`config.mk`:
```
export PLATFORM = sky130hd
export DESIGN_NAME = tqvp_reg_arbiter
export DESIGN_NICKNAME = d
export VERILOG_FILES = /design/src/rtl/tqvp_reg_arbiter.sv
export SDC_FILE = /design/constraint.sdc
export NUM_CORES = 1
export LEC_CHECK = 0
export ABC_AREA = 1
export ABC_CLOCK_PERIOD_IN_PS = 1600
export CORE_MARGIN = 2
export CORE_UTILIZATION = 40
export CTS_CLUSTER_SIZE = 10
export DETAILED_ROUTE_END_ITERATION = 10
export GPL_TIMING_DRIVEN = 0
export PLACE_DENSITY = 0.82
export SETUP_SLACK_MARGIN = 0.15
export SYNTH_ARGS = -nofsm -noshare
export SYNTH_HDL_FRONTEND = slang
export SYNTH_SLANG_ARGS = --single-unit
```
`constraint.sdc`:
```
create_clock -name clk -period 1.6 [get_ports clk]
set_input_delay 0.16 -clock clk [delete_from_list [all_inputs] [get_ports clk]]
set_output_delay 0.16 -clock clk [all_outputs]
set_load 0.03 [all_outputs]
```
`src/rtl/tqvp_reg_arbiter.sv`:
```
// Two-port round-robin arbiter that serializes register accesses onto a TinyQV peripheral bus.
// Latency: ack WAIT_CYCLES+2 cycles after the grant edge; requests are only sampled in IDLE, losers simply wait.
module tqvp_reg_arbiter #(
    parameter int ADDR_W      = 4,
    parameter int WAIT_CYCLES = 1
) (
    input  logic              clk,
    input  logic              rst,
    input  logic              req0,
    input  logic              req1,
    input  logic              we0,
    input  logic              we1,
    input  logic [ADDR_W-1:0] addr0,
    input  logic [ADDR_W-1:0] addr1,
    input  logic [7:0]        wdata0,
    input  logic [7:0]        wdata1,
    output logic              ack0,
    output logic              ack1,
    output logic [7:0]        rdata0,
    output logic [7:0]        rdata1,
    output logic [ADDR_W-1:0] periph_address,
    output logic [7:0]        periph_data_in,
    output logic              periph_data_write,
    input  logic [7:0]        periph_data_out,
    output logic              busy,
    output logic              owner
);

    typedef enum logic [1:0] {
        S_IDLE   = 2'd0,
        S_ACCESS = 2'd1,
        S_DONE   = 2'd2
    } state_t;

    localparam logic [3:0] WAIT_INIT = 4'(WAIT_CYCLES);

    state_t      r_state;
    state_t      w_next;
    logic [3:0]  r_wait;
    logic        r_we;
    logic        r_owner;
    logic        r_last;

    logic              w_grant_vld;
    logic              w_grant_idx;
    logic              w_sel_we;
    logic [ADDR_W-1:0] w_sel_addr;
    logic [7:0]        w_sel_wdata;
    logic              w_finish;

    always_ff @(posedge clk) begin
        if (rst) begin
            r_state <= S_IDLE;
        end else begin
            r_state <= w_next;
        end
    end

    always_comb begin
        w_next = r_state;
        case (r_state)
            S_IDLE:   if (w_grant_vld) w_next = S_ACCESS;
            S_ACCESS: if (r_wait == 4'd0) w_next = S_DONE;
            S_DONE:   w_next = S_IDLE;
            default:  w_next = S_IDLE;
        endcase
    end

    // On a tie, the requester that did not win last time gets the bus.
    always_comb begin
        w_grant_vld = req0 | req1;
        w_grant_idx = (req0 & req1) ? ~r_last : req1;
        w_sel_we    = w_grant_idx ? we1    : we0;
        w_sel_addr  = w_grant_idx ? addr1  : addr0;
        w_sel_wdata = w_grant_idx ? wdata1 : wdata0;
        w_finish    = (r_state == S_ACCESS) && (r_wait == 4'd0);
        busy        = (r_state != S_IDLE);
        owner       = r_owner;
    end

    always_ff @(posedge clk) begin
        if (rst) begin
            r_wait            <= 4'd0;
            r_we              <= 1'b0;
            r_owner           <= 1'b0;
            r_last            <= 1'b1;
            ack0              <= 1'b0;
            ack1              <= 1'b0;
            rdata0            <= 8'h00;
            rdata1            <= 8'h00;
            periph_address    <= '0;
            periph_data_in    <= 8'h00;
            periph_data_write <= 1'b0;
        end else begin
            case (r_state)
                S_IDLE: begin
                    if (w_grant_vld) begin
                        r_owner           <= w_grant_idx;
                        r_we              <= w_sel_we;
                        r_wait            <= WAIT_INIT;
                        periph_address    <= w_sel_addr;
                        periph_data_in    <= w_sel_we ? w_sel_wdata : 8'h00;
                        periph_data_write <= w_sel_we;
                    end
                end
                S_ACCESS: begin
                    periph_data_write <= 1'b0;
                    if (!w_finish) begin
                        r_wait <= r_wait - 4'd1;
                    end else begin
                        if (!r_we) begin
                            if (r_owner) rdata1 <= periph_data_out;
                            else         rdata0 <= periph_data_out;
                        end
                        if (r_owner) ack1 <= 1'b1;
                        else         ack0 <= 1'b1;
                        r_last         <= r_owner;
                        periph_address <= '0;
                        periph_data_in <= 8'h00;
                    end
                end
                S_DONE: begin
                    ack0 <= 1'b0;
                    ack1 <= 1'b0;
                end
                default: begin
                    ack0              <= 1'b0;
                    ack1              <= 1'b0;
                    periph_data_write <= 1'b0;
                end
            endcase
        end
    end

endmodule

```
==> results of run 1 <==
==> worst max-delay path, stage by stage, from the launching register on <==
cell and delay [ns]:
dfxtp_1 0.36, inv_2 0.07, nor2_4 0.18, nand2_2 0.13, nor3_4 0.31, nand2_1 0.10
nand2_1 0.08, nor2_1 0.04
==> cells by family after synthesis <==
logic type                 Yosys count  share of synthesized area
AOI/OAI and AO/OA                   25                     0.0761
xor gates and xnor gates             1                    0.00480
adders and majority gates            2                     0.0137
buffers and inverters               34                     0.0761
DFF                                 40                      0.439
and+or+nand+nor                    156                      0.390
==> power by group <==
part / total, W / switching [W] / internal [W]
clock: 0.000676 / 0.000332 / 0.000344
combinational: 0.000963 / 0.000606 / 0.000357
sequential: 0.00117 / 0.0000638 / 0.00111
total: 0.00281 / 0.00100 / 0.00181
==> per-layer routing <==
layer	track usage	up-vias	wire, um
met3	0.0408	4	236
met5	0	-	0
li1	-	976	-
met2	0.310	59	2210
met4	0.0524	0	49
met1	0.239	844	1960
==> state kept, by name (all words and copies together), names as in the netlist <==
name               cells
rdata0                 8
periph_data_write      1
ack1                   1
ack0                   1
periph_data_in         8
r_last                 1
r_we                   1
periph_address         4
rdata1                 8
r_wait                 4
owner                  1
r_state                2
==> what timing repair did <==
action                     in CTS  in global routing
hold buffers                    0                  0
buffers inserted                0                  2
setup endpoints to repair      32                 26
pin swaps                       1                  3
resized for setup              33                 10
==> synthesized netlist by cell type, drive strengths merged, types with 2 or more instances <==
| cell | number |
|---|---|
| o211ai | 2 |
| ha | 2 |
| buf | 5 |
| nor2 | 45 |
| o21ai | 15 |
| nand2 | 74 |
| inv | 28 |
| dfxtp | 40 |
| nand3 | 24 |
| a21oi | 6 |
| nor3 | 11 |
==> area by class of cell <==
cell class	count	share of cell area
sequential	40	0.299
clock buffer	6	0.0308
buffer	6	0.0126
multi-input combinational	184	0.337
timing repair buffer	72	0.253
clock inverter	2	0.00373
inverter	28	0.0401
tap	52	0.0243
==> stage by stage <==
step	hold slack [ns]	utilization
3_3_place_gp	0.436	0.591
5_1_grt	0.470	0.612
3_5_place_dp	0.438	0.591
4_1_cts	0.447	0.604
2_1_floorplan	0.302	-
6_report	0.447	0.612
==> worst paths after layout <==
path / start / endpoint / slack [ns] / depth (start not counted)
worst max register to register: r_state[0]$_SDFFE_PP0P_ / rdata0[0]$_SDFFE_PP0P_ / 0.23 / 7
worst min register to register: ack0$_SDFFE_PP0P_ / ack0$_SDFFE_PP0P_ / 0.45 / 2
worst max-delay path: r_state[0]$_SDFFE_PP0P_ / rdata0[0]$_SDFFE_PP0P_ / 0.23 / 7
worst min-delay path: ack0$_SDFFE_PP0P_ / ack0$_SDFFE_PP0P_ / 0.45 / 2
==> flow_summary.toml, run 1 <==
[logic_synthesis]
ys_seq_area_frac = 0.439
yosysTopAreaCellShare = 0.439
ys_seq_elements = 40
syn_area_um2 = 1820
synth_edf_count = 0
postSynthCellCount = 258
syn_nets = 298
synthFlopType = "dfxtp_1"
syn_area_per_cell_um2 = 7.07
yosysUniqueCellTypes = 28
ys_warn_count = 0
async_reset_ff_frac = 0
yosys.area.top_type = "dfxtp_1"
ys_top_cells_by_area = "dfxtp_1 (44%), nand2_1 (14%), nor2_1 (8.2%)"

[route]
via_count = 1883
drtIter0Drc = 76
wirelength_um = 4450
dr.pass1.iters = 4
drc = 0
drtAntennaViolNets = 0
viasPerCell = 4.83
wl_per_cell_um = 11.4

[timing]
drv_slew = 0
tns_ns = 0
skew_ns = 0.00870
fmax_mhz = 730
finalHoldViolations = 0
fin_crit_sh = 0.856
setup_viol = 0
grt_setup_unrepaired = "false"
setup_slack_ns = 0.230
min_period_ns = 1.37
relSlewSlack = 0.728
worstMarginPinSlew_ns = 0.407

[layout]
diodes = 0
design_area_um2 = 2680
mostFrequentLayoutCell = "nand2_1"
num-nets-final = 377
area_growth_pct = 47.1
layout.cells.non_filler = 390
drive_gt1_frac = 0.104
final_cell_mix = "nand2_1 (67), dfxtp_1 (40), nor2_1 (39), clkdlybuf4s50_1 (37), dlygate4sd2_1 (30)"
fillerInstances = 397
regArea_um2 = 801
multi_input_area_um2 = 905

[hold_path]
hold_path_class = "register to register"

[setup_path]
startpoint_type = "register"
worstSetupEndpointType = "register"
crit_type = "register to register"
arrival_ns = 1.56
cp_max_fo = 8
critPathRequiredTime_ns = 1.79

[placed_design]
place_congestion = 0.910
place_inst = 380
port-buffer-count = 70
place_hpwl_um = 3480
pre_cts_slack_ns = -0.0748
dpl_cell_area_um2 = 2590

[cts]
cts_buffer_depth = 2
cts_tree = "built"
root_buffer = "clkbuf_8"
path_clk_slew_ns = 0.08
htreeDepth = 2
insertion_delay_ns = 0.29
cts-buffers-inserted = 5
cts_sinks = 40

[floorplanning]
core.rowCount = 24
die_x_um = 71.5
dieArea_um2 = 5120
core_um2 = 4380
initial_core_util = 0.416
ios = 71
die_height_um = 71.5

[global_routing]
track_usage = 0.184
grt_max_degree = 13
grt_overflow = 0
grt_pass1_vias = 1754
grt_pass1_wl_um = 7650
antenna_found_initial = 0

[power]
p_leak_nw = 1.38
power.total_w = 0.00281
peakVddDrop_mv = 0.622
power.density_nw_per_um2 = 1050

[flow_run]
cap_violations = 0

[outcome]
status = "finished, final reports clean"
No activity file was read; power rests on OpenSTA's default activity.
==> run 2: changes to the inputs <==
Settings changed: SLEW_MARGIN set to 20.
==> results of run 2 <==
No change in the layout: final DEF, timing and power equal those of run 1.
==> run 3: changes to the inputs <==
Settings changed: CORE_UTILIZATION 40 to 25, PLACE_DENSITY 0.82 to 0.59.
==> flow_summary.toml, run 3 (synthesis results as in run 1) <==
[route]
viasPerCell = 4.15
drtAntennaViolNets = 0
wl_per_cell_um = 10.9
drc = 0
wirelength_um = 4770
via_count = 1812
dr.pass1.iters = 4
drtIter0Drc = 94

[cts]
cts_sinks = 40
root_buffer = "clkbuf_8"
htreeDepth = 2
cts_buffer_depth = 2
cts-buffers-inserted = 5
insertion_delay_ns = 0.29
cts_tree = "built"
hold_buffers = 0
path_clk_slew_ns = 0.07

[global_routing]
grt_pass1_vias = 1730
grt_max_degree = 12
antenna_found_initial = 0
grt_overflow = 0
track_usage = 0.127
grt_pass1_wl_um = 7960

[timing]
min_period_ns = 1.35
grt_setup_unrepaired = "true"
setup_slack_ns = 0.246
setup_viol = 0
holdWs_ns = 0.452
finalHoldViolations = 0
drv_slew = 0
relSlewSlack = 0.741
worstMarginPinSlew_ns = 0.389
skew_ns = 0.00392
fin_crit_sh = 0.846
fmax_mhz = 739

[outcome]
status = "finished, final reports clean"

[layout]
drive_gt1_frac = 0.104
final_cell_mix = "nand2_1 (68), dfxtp_1 (40), nor2_1 (39), clkdlybuf4s50_1 (37), dlygate4sd2_1 (32)"
layout.cells.non_filler = 437
reg.largest.list = "periph_data_in: 8 flops, rdata0: 8 flops, rdata1: 8 flops"
diodes = 0
area_growth_pct = 51.7
fin_util = 0.386
num-nets-final = 377
mostFrequentLayoutCell = "nand2_1"

[setup_path]
arrival_ns = 1.54
cp_max_fo = 10
worstSetupEndpointType = "register"
critPathRequiredTime_ns = 1.79
startpoint_type = "register"
crit_type = "register to register"

[flow_run]
cap_violations = 0

[floorplanning]
die_x_um = 89.4
core.rowCount = 31
die_height_um = 89.4
core_um2 = 7180
initial_core_util = 0.254
dieArea_um2 = 8000
ios = 71

[power]
p_leak_nw = 1.36
peakVddDrop_mv = 0.395
power.density_nw_per_um2 = 1030

[placed_design]
port-buffer-count = 70
pre_cts_slack_ns = -0.103
place_congestion = 0.802
place_hpwl_um = 3790
place_inst = 427

[hold_path]
hold_path_class = "register to register"
==> run 3: cell count changes in the layout (fill, tap and decap cells not counted), moves of 2 or more <==
cell / previous run / this run
nand2_2: 7 / 4
buf_2: 4 / 2
clkinv_2: 2 / 0
dlygate4sd2_1: 30 / 32
dlymetal6s2s_1: 2 / 0
nand2_4: 0 / 2
==> run 3: worst max-delay path, cell delays in order, from the launching register on <==
cell     delay, ns
dfxtp_1       0.34
inv_2         0.07
nor2_4        0.15
buf_12        0.12
nand3_2       0.10
buf_4         0.20
buf_6         0.15
nand3_1       0.08
nand2_1       0.05
==> run 3: power breakdown <==
part           switching (W)  internal [W]
logic               0.000617      0.000375
registers          0.0000642       0.00111
clock network       0.000327      0.000352
==> run 3: per-stage QoR <==
stage	total power, W	setup TNS, ns	cell area, um2
global placement	0.00219	-0.705	2650
CTS	0.00283	0	2700
global route	0.00305	0	2770
detailed placement	0.00220	-0.907	2650
floorplan	0.00182	0	1820
finish	0.00284	0	2770
==> run 3: final timing paths <==
kind	end	slack, ns	cells past startpoint	from
setup / recovery	periph_data_in[3]$_SDFFE_PP0P_	0.25	8	r_state[0]$_SDFFE_PP0P_
hold / removal	ack0$_SDFFE_PP0P_	0.45	2	ack0$_SDFFE_PP0P_
setup reg to reg	periph_data_in[3]$_SDFFE_PP0P_	0.25	8	r_state[0]$_SDFFE_PP0P_
hold reg to reg	ack0$_SDFFE_PP0P_	0.45	2	ack0$_SDFFE_PP0P_
==> run 3: metal layers <==
layer / vias up / GRT usage / wire length (um)
met2: 42 / 0.213 / 2360
li1: 975 / - / -
met3: 3 / 0.0259 / 216
met1: 792 / 0.166 / 2160
met5: - / 0 / 0
met4: 0 / 0.0366 / 38
==> run 3: layout make-up <==
type / instances / area (um2)
sequential: 40 / 801
clock buffer: 8 / 90.1
tap: 99 / 124
multi-input combinational: 184 / 922
buffer: 6 / 40.0
timing repair buffer: 72 / 683
inverter: 28 / 108
fill: 768 / 4410
==> run 3: what timing repair did <==
item	in CTS	in global routing
hold endpoints to repair	0	0
setup endpoints to repair	33	34
resized for setup	35	17
setup buffers	0	2
pin swaps	0	2
==> RTL change, RTL diff (settings of run 1) <==
The 3 states of `state_t` get a one-hot encoding in 3 bits.
--- a/src/rtl/tqvp_reg_arbiter.sv
+++ b/src/rtl/tqvp_reg_arbiter.sv
@@ -27,8 +27,8 @@
 );
 
-    typedef enum logic [1:0] {
-        S_IDLE   = 2'd0,
-        S_ACCESS = 2'd1,
-        S_DONE   = 2'd2
+    typedef enum logic [2:0] {
+        S_IDLE   = 3'b001,
+        S_ACCESS = 3'b010,
+        S_DONE   = 3'b100
     } state_t;
 
Check against the original RTL: same outputs for any inputs over 10 cycles, from zero or initial values and one cycle with rst high; not proved beyond that.
==> RTL change against run 1 <==
Area after synthesis up 6.8%; sequential cell count up 1; global-route usage up 1.3 points; clock power up 17%; design area up 5.7%; maximum frequency up 1.7%; total power up 2.9%; hold slack better by 17 ps; wire length up 16%; setup slack better by 23 ps; utilization down 1.2 points; largest cell class unchanged; largest power group unchanged; highest routed layer unchanged.
==> RTL change: results (changes against run 1) <==
- Arrival time at the worst endpoint: 1190 ps (-370 ps)
- The overall via count from detail_route came to 2024 (+7.5%).
- The arithmetic-cell share of the synthesized area counting full adders, half adders and majority gates came to 1.28% (-0.087 points).
- Post-Synthesis Net Count: 314 (+5.4%)
- The number of global-route vias before repair is 1940 (+11%).
- Met2 wire length: 2580 um (+17%)
- Wire length of the first global-routing pass: 8390 um (+9.7%)
* Number of nets in the layout: 393 (+4.2%)
- The violation count after the first detailed-route iteration came to 141 (+86%).
- Layout Skew: 4.42 ps (-4.28 ps)
- Net switching power figure: 0.967 mW (-3.6%)
- Status: finished clean
- Cell area after placement: 2730 sq um (+5.5%)
* Compound-cell area share of the yosys netlist: 11.9% (+4.3 points)
* Total global-route track usage: 19.8% (+1.3 points)
- The transition time at the pin with the least slew margin came to 466 ps (+58.5 ps).
- IR drop worst, VDD: 0.000439 V (-30%)
- The placed wire-length estimate after detailed placement is 3980 um (+15%).
- The met2 global-route usage came to 33.4% (+2.5 points).
- The met3 track demand over resource was 3.29% (-0.79 points).
- In the post-synthesis netlist, the biggest area contributors are sky130_fd_sc_hd__dfxtp_1 42%, sky130_fd_sc_hd__nand3_1 12%, sky130_fd_sc_hd__nand2_1 11%.
* Fill cell count: 428 (+7.8%)
- Clock transition at path regs: 70 ps
- Met1 routing resource usage after global routing: 24.7% (+0.77 points)
- The maximum fanout along the worst path is 7 (-1).
- The routed wire length per instance is 12.3 um (+7.9%).
- Worst-Skew Late Latency: 290 ps (about the same)
* Area of combinational cells with multiple inputs: 978 sq um (+8.2%)
- H-tree Lvls: 2 (unchanged)
- The setup slack at placement was 0.509 ps (+75.3 ps).
* Detail Route met3 WL: 227 um (-3.8%)
- The multiplexer share of the synthesized area was 0% (unchanged).
- Leakage: 1.31 nW (-5.3%)
* Post-synthesis xor/xnor area fraction: 0% (-0.48 points)
- Sequential share of the synthesized area: 42.1% (-1.8 points)
- Synth unique cells: 24 (-14%)
- Wire length the detailed router placed on met1: 2260 um (+15%)
- Sorting the synthesized cells by how often they occur yields 59 x sky130_fd_sc_hd__nand2_1, 47 x sky130_fd_sc_hd__nand3_1, 41 x sky130_fd_sc_hd__dfxtp_1, 31 x sky130_fd_sc_hd__a21oi_1, 28 x sky130_fd_sc_hd__nor2_1.
- The critical path's largest stage delay came to 440 ps (+80 ps).
* Placer Congestion: 0.877 (-3.7%)
- Proportion of synthesized flip-flops having asynchronous set or reset: 0% (unchanged)
- The min-delay analysis places its worst path in the category reg2reg.
* Maximum clock path buffer count: 2 (unchanged)
- Share of layout cells above drive strength 1: 11.0% (+0.69 points)
* Pre-Repair DR Iteration Count: 4 (unchanged)
-- RTL change: power by group through the flow --
stage / registers, mW / logic (mW) / clock network (mW)
after detailed placement: 1.21 / 0.948 / 0
after global routing: 1.20 / 1.01 / 0.847
after floorplan: 1.35 / 0.452 / 0
after global placement: 1.21 / 0.930 / 0
after CTS: 1.19 / 0.901 / 0.801
final: 1.19 / 0.918 / 0.788
-- RTL change: final timing paths --
path,start,endpoint,slack (ps),cells after the start
worst max-delay path,r_state[1],busy,250,3
worst max register to register,r_state[0],r_wait[3],270,8
worst min-delay path,rdata0[0],rdata0[0],460,2
worst min register to register,rdata0[0],rdata0[0],460,2
-- RTL change: timing repair --
| item | CTS | global route |
|---|---|---|
| setup endpoints to repair | 49 | 34 |
| buffers inserted | 2 | 0 |
| hold endpoints to repair | 0 | 0 |
| resized for setup | 34 | 10 |
| pin swaps | 1 | 1 |
| gates cloned | 0 | 0 |
-- RTL change: cells by family after synthesis --
logic type      Yosys count
compound gates           45
simple gates            149
flops                    41
fa+ha+maj                 2
buf+inv                  37
-- RTL change: area by class of cell --
type	count	area share [%]
well taps	67	2.96
plain buffers	10	2.60
repair buffers	72	23.7
clock inverters	2	1.24
inverters	27	3.57
flip-flops and latches	41	29.0
multi-input cells	196	34.5
clock buffers	5	2.43
-- RTL change: stage by stage --
step,hold slack [ps],cells
2_1_floorplan,260,274
3_3_place_gp,449,411
3_5_place_dp,456,411
4_1_cts,464,420
5_1_grt,490,420
6_report,464,420
-- RTL change: critical path, delay by kind of cell, from the launching register on --
| family | cells | cell delay, ps |
|---|---|---|
| DFF | 1 | 440 |
| buffers and inverters | 2 | 330 |
| and+or+nand+nor | 1 | 130 |
